--- src/rtl/fetch_seq_ctrl.sv ---
// Fetch-PC sequencer driving the IF/IS latch enable/flush and the imem request handshake.
// Latch/request controls respond in the same cycle as their inputs; PC, state and stats update on the next edge.
// Issue back-pressure parks the fetcher in HOLD; slow imem parks it in WAIT; redirects pre-empt both.
module fetch_seq_ctrl #(
    parameter logic [31:0] RESET_PC     = 32'h0000_0000,
    parameter int          FLUSH_CYCLES = 1,
    parameter int          STALL_CNT_W  = 16
) (
    input  logic                   clk,
    input  logic                   rst,
    input  logic                   issue_stall,
    input  logic                   redirect,
    input  logic [31:0]            redirect_pc,
    input  logic                   imem_ready,
    output logic                   imem_req,
    output logic [31:0]            imem_addr,
    output logic [31:0]            pc_out,
    output logic                   latch_en,
    output logic                   latch_flush,
    output logic [1:0]             fsm_state,
    output logic [STALL_CNT_W-1:0] stall_cycles
);

    typedef enum logic [1:0] {
        ST_FETCH = 2'd0,
        ST_WAIT  = 2'd1,
        ST_HOLD  = 2'd2,
        ST_FLUSH = 2'd3
    } state_e;

    // The bubble counter holds at most FLUSH_CYCLES-1; keep it at least one bit wide.
    localparam int              BC_W      = (FLUSH_CYCLES > 1) ? $clog2(FLUSH_CYCLES) : 1;
    localparam logic [BC_W-1:0] BC_RELOAD = BC_W'(FLUSH_CYCLES - 1);
    localparam logic [31:0]     PC_ALIGN  = 32'hFFFF_FFFC;

    state_e                 state_q, state_d;
    logic [31:0]            pc_q, pc_d;
    logic [BC_W-1:0]        bc_q, bc_d;
    logic [STALL_CNT_W-1:0] stall_q, stall_d;

    logic req_c;
    logic en_c;
    logic flush_c;

    // Next-state and same-cycle control decode; priority is rst > redirect > issue_stall > imem_ready.
    always_comb begin
        state_d = state_q;
        pc_d    = pc_q;
        bc_d    = bc_q;
        req_c   = 1'b0;
        en_c    = 1'b0;
        flush_c = 1'b0;

        if (rst) begin
            // Any outstanding request is abandoned and a same-cycle ready is ignored.
            state_d = ST_FETCH;
            pc_d    = RESET_PC;
            bc_d    = '0;
        end else if (redirect) begin
            // Overwrite the wrong-path word in IS with a bubble and drop any returning data.
            en_c    = 1'b1;
            flush_c = 1'b1;
            pc_d    = redirect_pc & PC_ALIGN;
            bc_d    = BC_RELOAD;
            state_d = (FLUSH_CYCLES > 1) ? ST_FLUSH : ST_FETCH;
        end else begin
            unique case (state_q)
                ST_FETCH, ST_WAIT: begin
                    // WAIT keeps the same address on the bus until imem answers.
                    req_c = 1'b1;
                    if (imem_ready && issue_stall) begin
                        // Data is discarded; the same word is refetched once IS frees up.
                        state_d = ST_HOLD;
                    end else if (imem_ready) begin
                        en_c    = 1'b1;
                        pc_d    = pc_q + 32'd4;
                        state_d = ST_FETCH;
                    end else begin
                        state_d = ST_WAIT;
                    end
                end
                ST_HOLD: begin
                    // No request while parked, so nothing can be in flight when we resume.
                    if (!issue_stall) begin
                        state_d = ST_FETCH;
                    end
                end
                ST_FLUSH: begin
                    en_c    = 1'b1;
                    flush_c = 1'b1;
                    if (bc_q != '0) begin
                        bc_d = bc_q - 1'b1;
                    end else begin
                        state_d = ST_FETCH;
                    end
                end
                default: begin
                    state_d = ST_FETCH;
                end
            endcase
        end
    end

    // Stall statistic: count every non-reset cycle where the latch does not load, saturating.
    always_comb begin
        stall_d = stall_q;
        if (rst) begin
            stall_d = '0;
        end else if (!en_c && (stall_q != {STALL_CNT_W{1'b1}})) begin
            stall_d = stall_q + 1'b1;
        end
    end

    // State, PC, bubble counter and statistics registers.
    always_ff @(posedge clk) begin
        if (rst) begin
            state_q <= ST_FETCH;
            pc_q    <= RESET_PC;
            bc_q    <= '0;
            stall_q <= '0;
        end else begin
            state_q <= state_d;
            pc_q    <= pc_d;
            bc_q    <= bc_d;
            stall_q <= stall_d;
        end
    end

    assign imem_req     = req_c;
    assign latch_en     = en_c;
    assign latch_flush  = flush_c;
    assign imem_addr    = pc_q;
    assign pc_out       = pc_q;
    assign fsm_state    = state_q;
    assign stall_cycles = stall_q;

endmodule

--- config.mk ---
export PLATFORM = sky130hd
export DESIGN_NAME = fetch_seq_ctrl
export DESIGN_NICKNAME = d
export VERILOG_FILES = /design/src/rtl/fetch_seq_ctrl.sv
export SDC_FILE = /design/constraint.sdc
export NUM_CORES = 1
export LEC_CHECK = 0
export CORE_ASPECT_RATIO = 0.5
export CORE_MARGIN = 1.5
export CORE_UTILIZATION = 38
export CTS_CLUSTER_DIAMETER = 120
export DETAILED_ROUTE_END_ITERATION = 8
export PLACE_DENSITY = 0.8
export SLEW_MARGIN = 20
export SYNTH_ARGS = -nofsm -noshare
export SYNTH_HDL_FRONTEND = slang
export SYNTH_SLANG_ARGS = --single-unit
--- constraint.sdc ---
create_clock -name clk -period 2.3 [get_ports clk]
set_clock_uncertainty 0.2 [all_clocks]
set_input_delay 0.46 -clock clk [delete_from_list [all_inputs] [get_ports clk]]
set_output_delay 0.46 -clock clk [all_outputs]
set_load 0.005 [all_outputs]
==> flow_summary.rst <==
.. list-table::
   :header-rows: 1

   * - Metric
     - Value
   * - Total instance count after detailed placement
     - 536
   * - Number of nets in the finished design
     - a little under 500
   * - Num Clock Sinks
     - 48
   * - Kind of end point of the critical path
     - output port
   * - Worst hold path depth
     - 2
   * - Via count of the first global-routing pass
     - 2,510
   * - Die ar.
     - 7940 um2
   * - Number of hold violations in the final report
     - 0
   * - Reg2Reg Depth
     - 4
   * - Static leakage power
     - 1.43 nW
   * - Utilization of the core after routing
     - 60.5%
   * - Overall die width
     - ~120 um
   * - Arrival time worst endpoint
     - 1.56 ns
   * - Number of synthesis warnings
     - 0
   * - Avg Synthesized Cell Area
     - roughly 8.1 um2
   * - Max Slew Vio Count
     - 0
   * - Total of hold buffers inserted after clock tree synthesis
     - 0
   * - Starting density of the core
     - about 40%
   * - Count of endpoints failing setup in the final report
     - 0
   * - Vias/cell
     - 5.15
   * - Global-route wire length before repair
     - 12.4 mm
   * - Vias
     - 2,803
   * - Placed wire-length estimate after detailed placement
     - 5.71 mm
   * - Sequential element share of the synthesized area
     - 34.2%
   * - Final setup margin
     - 0.0817 ns
   * - Routed wire length
     - 7.72 mm
   * - Max capacitance violation total
     - 0
   * - Boundary Pins
     - 122
   * - Cell types occupying the most area after synthesis
     - sky130_fd_sc_hd__dfxtp_1 34%, sky130_fd_sc_hd__buf_4 9.1%, sky130_fd_sc_hd__xnor2_1 7.5%, sky130_fd_sc_hd__nor2_1 6.2%, sky130_fd_sc_hd__a211oi_1 4.8%
   * - CP Data Required Time
     - 1.64 ns
   * - Area of all placed cells without fillers
     - roughly 4200 um2
   * - Largest net degree at the start of global routing
     - 38
   * - Worst VDD drop
     - 285 uV
   * - Cts bufs inserted
     - 5
   * - DRC errors left
     - 0
   * - Highest net fanout along the worst path
     - 3
   * - Detail-routed net length per standard cell
     - 14.2 um
   * - Status
     - finished clean
   * - Antenna violations before repair
     - 0
   * - Layout cells sized above 1
     - 12.2%
   * - Final cycle utilization of the critical path
     - between 90% and 100%
   * - Layout Cells excl Fill
     - 544
   * - Level count of the clock H-tree
     - 2
   * - Drt initial violations
     - 208
   * - Summed instance area of the synthesized netlist
     - 2810 um2
   * - Setup slack at placement
     - -0.598 ns
   * - Synthesized instance count
     - roughly 350
   * - Core region area
     - around 6900 um2
   * - Clk root buf
     - sky130_fd_sc_hd__clkbuf_16
   * - Library cells used by synthesis
     - 41
   * - N_diodes
     - 0
   * - Overflow after GRT
     - 0
   * - Total power divided by cell area
     - approximately 500 nW/um2
   * - Flop and latch count out of synthesis
     - 48
   * - Worst-skew pair later-pin latency
     - 0.29 ns
   * - Weighted congestion reported at the end of routability-driven placement
     - a little over 0.8
   * - Drt first pass iters
     - 4
   * - Summed negative setup slack over all endpoints
     - 0 ns
   * - Signed area change from the synthesized netlist to the final layout
     - 48.9%
   * - Cell area after placement
     - 3970 um2
   * - Height of the chip
     - 63.8 um
   * - Clock tree from TritonCTS
     - done
   * - Total GRT Usage
     - 19.1%
   * - Cell taking the most area after synthesis
     - sky130_fd_sc_hd__dfxtp_1
   * - Highest clock frequency the design can meet
     - 0.451 GHz
   * - Top-area cell type share of the netlist area
     - between 30% and 40%
   * - IO Port Bufs
     - 115
   * - CP startpoint kind
     - input pin
   * - Clock tree buffer depth
     - 2
   * - RSZ-0062 raised after global routing
     - no
   * - Minimum clock period
     - 2.22 ns
   * - CP Class
     - in2out
   * - Clock transition time at the flip-flop clock pins of the worst setup and hold paths
     - 0.07 ns
   * - Antenna Violating Nets Remaining
     - 0
   * - Number of placement rows
     - 21
   * - Worst min-delay path class
     - in2reg
[final timing paths]
path              startpoint              end  slack, ns
max reg2reg     imem_addr[6]    imem_addr[23]       0.15
max              issue_stall         latch_en       0.08
min reg2reg  stall_cycles[5]  stall_cycles[5]       0.31
min                      rst     imem_addr[7]       0.26
[cells by family (layout without fill, tap and decap cells)]
| logic type | count (synthesis) | in the layout | synth area share (%) |
|---|---|---|---|
| xor+xnor | 32 | 32 | 9.99 |
| fa+ha+maj | 2 | 2 | 0.892 |
| mux | 4 | 4 | 1.47 |
| compound gates | 49 | 49 | 11.7 |
| simple gates | 153 | 153 | 28.1 |
| flops | 48 | 48 | 34.2 |
| other cells | 1 | 4 | 0.134 |
| buf+inv | 56 | 160 | 13.5 |
[cell type report]
| cell class | instances | area (um2) |
|---|---|---|
| fill | 621 | 2730 |
| multi-input combinational | 244 | 1530 |
| timing repair buffer | 147 | 1400 |
| sequential | 48 | 961 |
| clock buffer | 6 | 139 |
| tap | 92 | 115 |
| inverter | 5 | 18.8 |
| clock inverter | 2 | 15.0 |
[cell usage after synthesis]
cell and count:
sky130_fd_sc_hd__nor3_2 1, sky130_fd_sc_hd__and4_1 6, sky130_fd_sc_hd__o21bai_1 1, sky130_fd_sc_hd__nor4_1 12, sky130_fd_sc_hd__a211oi_1 18, sky130_fd_sc_hd__inv_1 4, sky130_fd_sc_hd__nand2_1 25, sky130_fd_sc_hd__a2111oi_0 1
sky130_fd_sc_hd__nand4_1 11, sky130_fd_sc_hd__buf_6 1, sky130_fd_sc_hd__nor3b_1 2, sky130_fd_sc_hd__a311oi_1 7, sky130_fd_sc_hd__nand3_1 20, sky130_fd_sc_hd__mux2_2 1, sky130_fd_sc_hd__or3b_1 1, sky130_fd_sc_hd__clkbuf_8 3
sky130_fd_sc_hd__dfxtp_1 48, sky130_fd_sc_hd__buf_4 34, sky130_fd_sc_hd__xnor2_1 24, sky130_fd_sc_hd__a21oi_1 10, sky130_fd_sc_hd__o31ai_1 1, sky130_fd_sc_hd__nor2_1 46, sky130_fd_sc_hd__xor2_1 8, sky130_fd_sc_hd__nand2b_1 2
sky130_fd_sc_hd__nor4b_1 3, sky130_fd_sc_hd__clkbuf_1 11, sky130_fd_sc_hd__mux2i_1 3, sky130_fd_sc_hd__conb_1 1, sky130_fd_sc_hd__and4_2 2, sky130_fd_sc_hd__or4_4 1, sky130_fd_sc_hd__nor3_1 9, sky130_fd_sc_hd__buf_2 2
sky130_fd_sc_hd__ha_1 2, sky130_fd_sc_hd__or3_1 7, sky130_fd_sc_hd__or3_2 1, sky130_fd_sc_hd__o21ai_0 10, sky130_fd_sc_hd__clkinv_1 1, sky130_fd_sc_hd__nor2b_1 1, sky130_fd_sc_hd__and3_1 2, sky130_fd_sc_hd__a21o_1 1
sky130_fd_sc_hd__or4_1 1
[metal layers]
layer | wire, um | vias to the layer above | global-route usage [%]
met1 | 3550 | 1310 | 25.0
li1 | - | 1417 | -
met5 | 0 | - | 0
met3 | 387 | 9 | 4.69
met4 | 85 | 0 | 4.89
met2 | 3700 | 67 | 31.8
[cells in the final DEF (no fill, tap or decap), types with 3 or more instances in the layout]
cell type	instances
sky130_fd_sc_hd__nor3_1	8
sky130_fd_sc_hd__xor2_1	8
sky130_fd_sc_hd__conb_1	4
sky130_fd_sc_hd__nor4_1	9
sky130_fd_sc_hd__or3_1	7
sky130_fd_sc_hd__mux2i_1	3
sky130_fd_sc_hd__clkdlybuf4s50_1	109
sky130_fd_sc_hd__dlygate4sd2_1	4
sky130_fd_sc_hd__nor4_2	3
sky130_fd_sc_hd__clkbuf_16	5
sky130_fd_sc_hd__dfxtp_1	48
sky130_fd_sc_hd__a311oi_1	6
sky130_fd_sc_hd__nand3_1	20
sky130_fd_sc_hd__a21oi_1	8
sky130_fd_sc_hd__a211oi_1	18
sky130_fd_sc_hd__nor2_1	46
sky130_fd_sc_hd__o21ai_0	10
sky130_fd_sc_hd__buf_4	30
sky130_fd_sc_hd__xnor2_1	24
sky130_fd_sc_hd__nand4_1	11
sky130_fd_sc_hd__nand2_1	25
sky130_fd_sc_hd__and4_1	6
sky130_fd_sc_hd__nor4b_1	3
sky130_fd_sc_hd__inv_1	4
[what timing repair did]
item	4_1_cts	5_1_grt
pin swaps	8	4
setup endpoints to repair	18	6
gates resized for setup	12	6
buffers inserted	1	0
[where the power goes]
| part | internal [mW] | total (mW) | switching (mW) |
|---|---|---|---|
| combinational | 0.253 | 0.400 | 0.147 |
| sequential | 0.874 | 0.937 | 0.0629 |
| clock | 0.433 | 0.758 | 0.325 |
| total | 1.56 | 2.10 | 0.535 |
[per-stage QoR]
step                      power, mW  hold WS, ns
after floorplan                1.13        0.277
after global placement         1.34        0.287
after detailed placement       1.35        0.297
after CTS                      2.11        0.242
after global routing           2.19        0.280
final                          2.10        0.262
[registers in the layout, indices dropped and copies added (netlist names)]
register      cells
imem_addr        30
fsm_state         2
stall_cycles     16
[worst max-delay path, stage by stage]
cell and delay, ns:
sky130_fd_sc_hd__clkdlybuf4s15_1 0.19, sky130_fd_sc_hd__or3b_4 0.45, sky130_fd_sc_hd__a21oi_4 0.20, sky130_fd_sc_hd__dlygate4sd2_1 0.25
(Power assumes the default switching activity.)
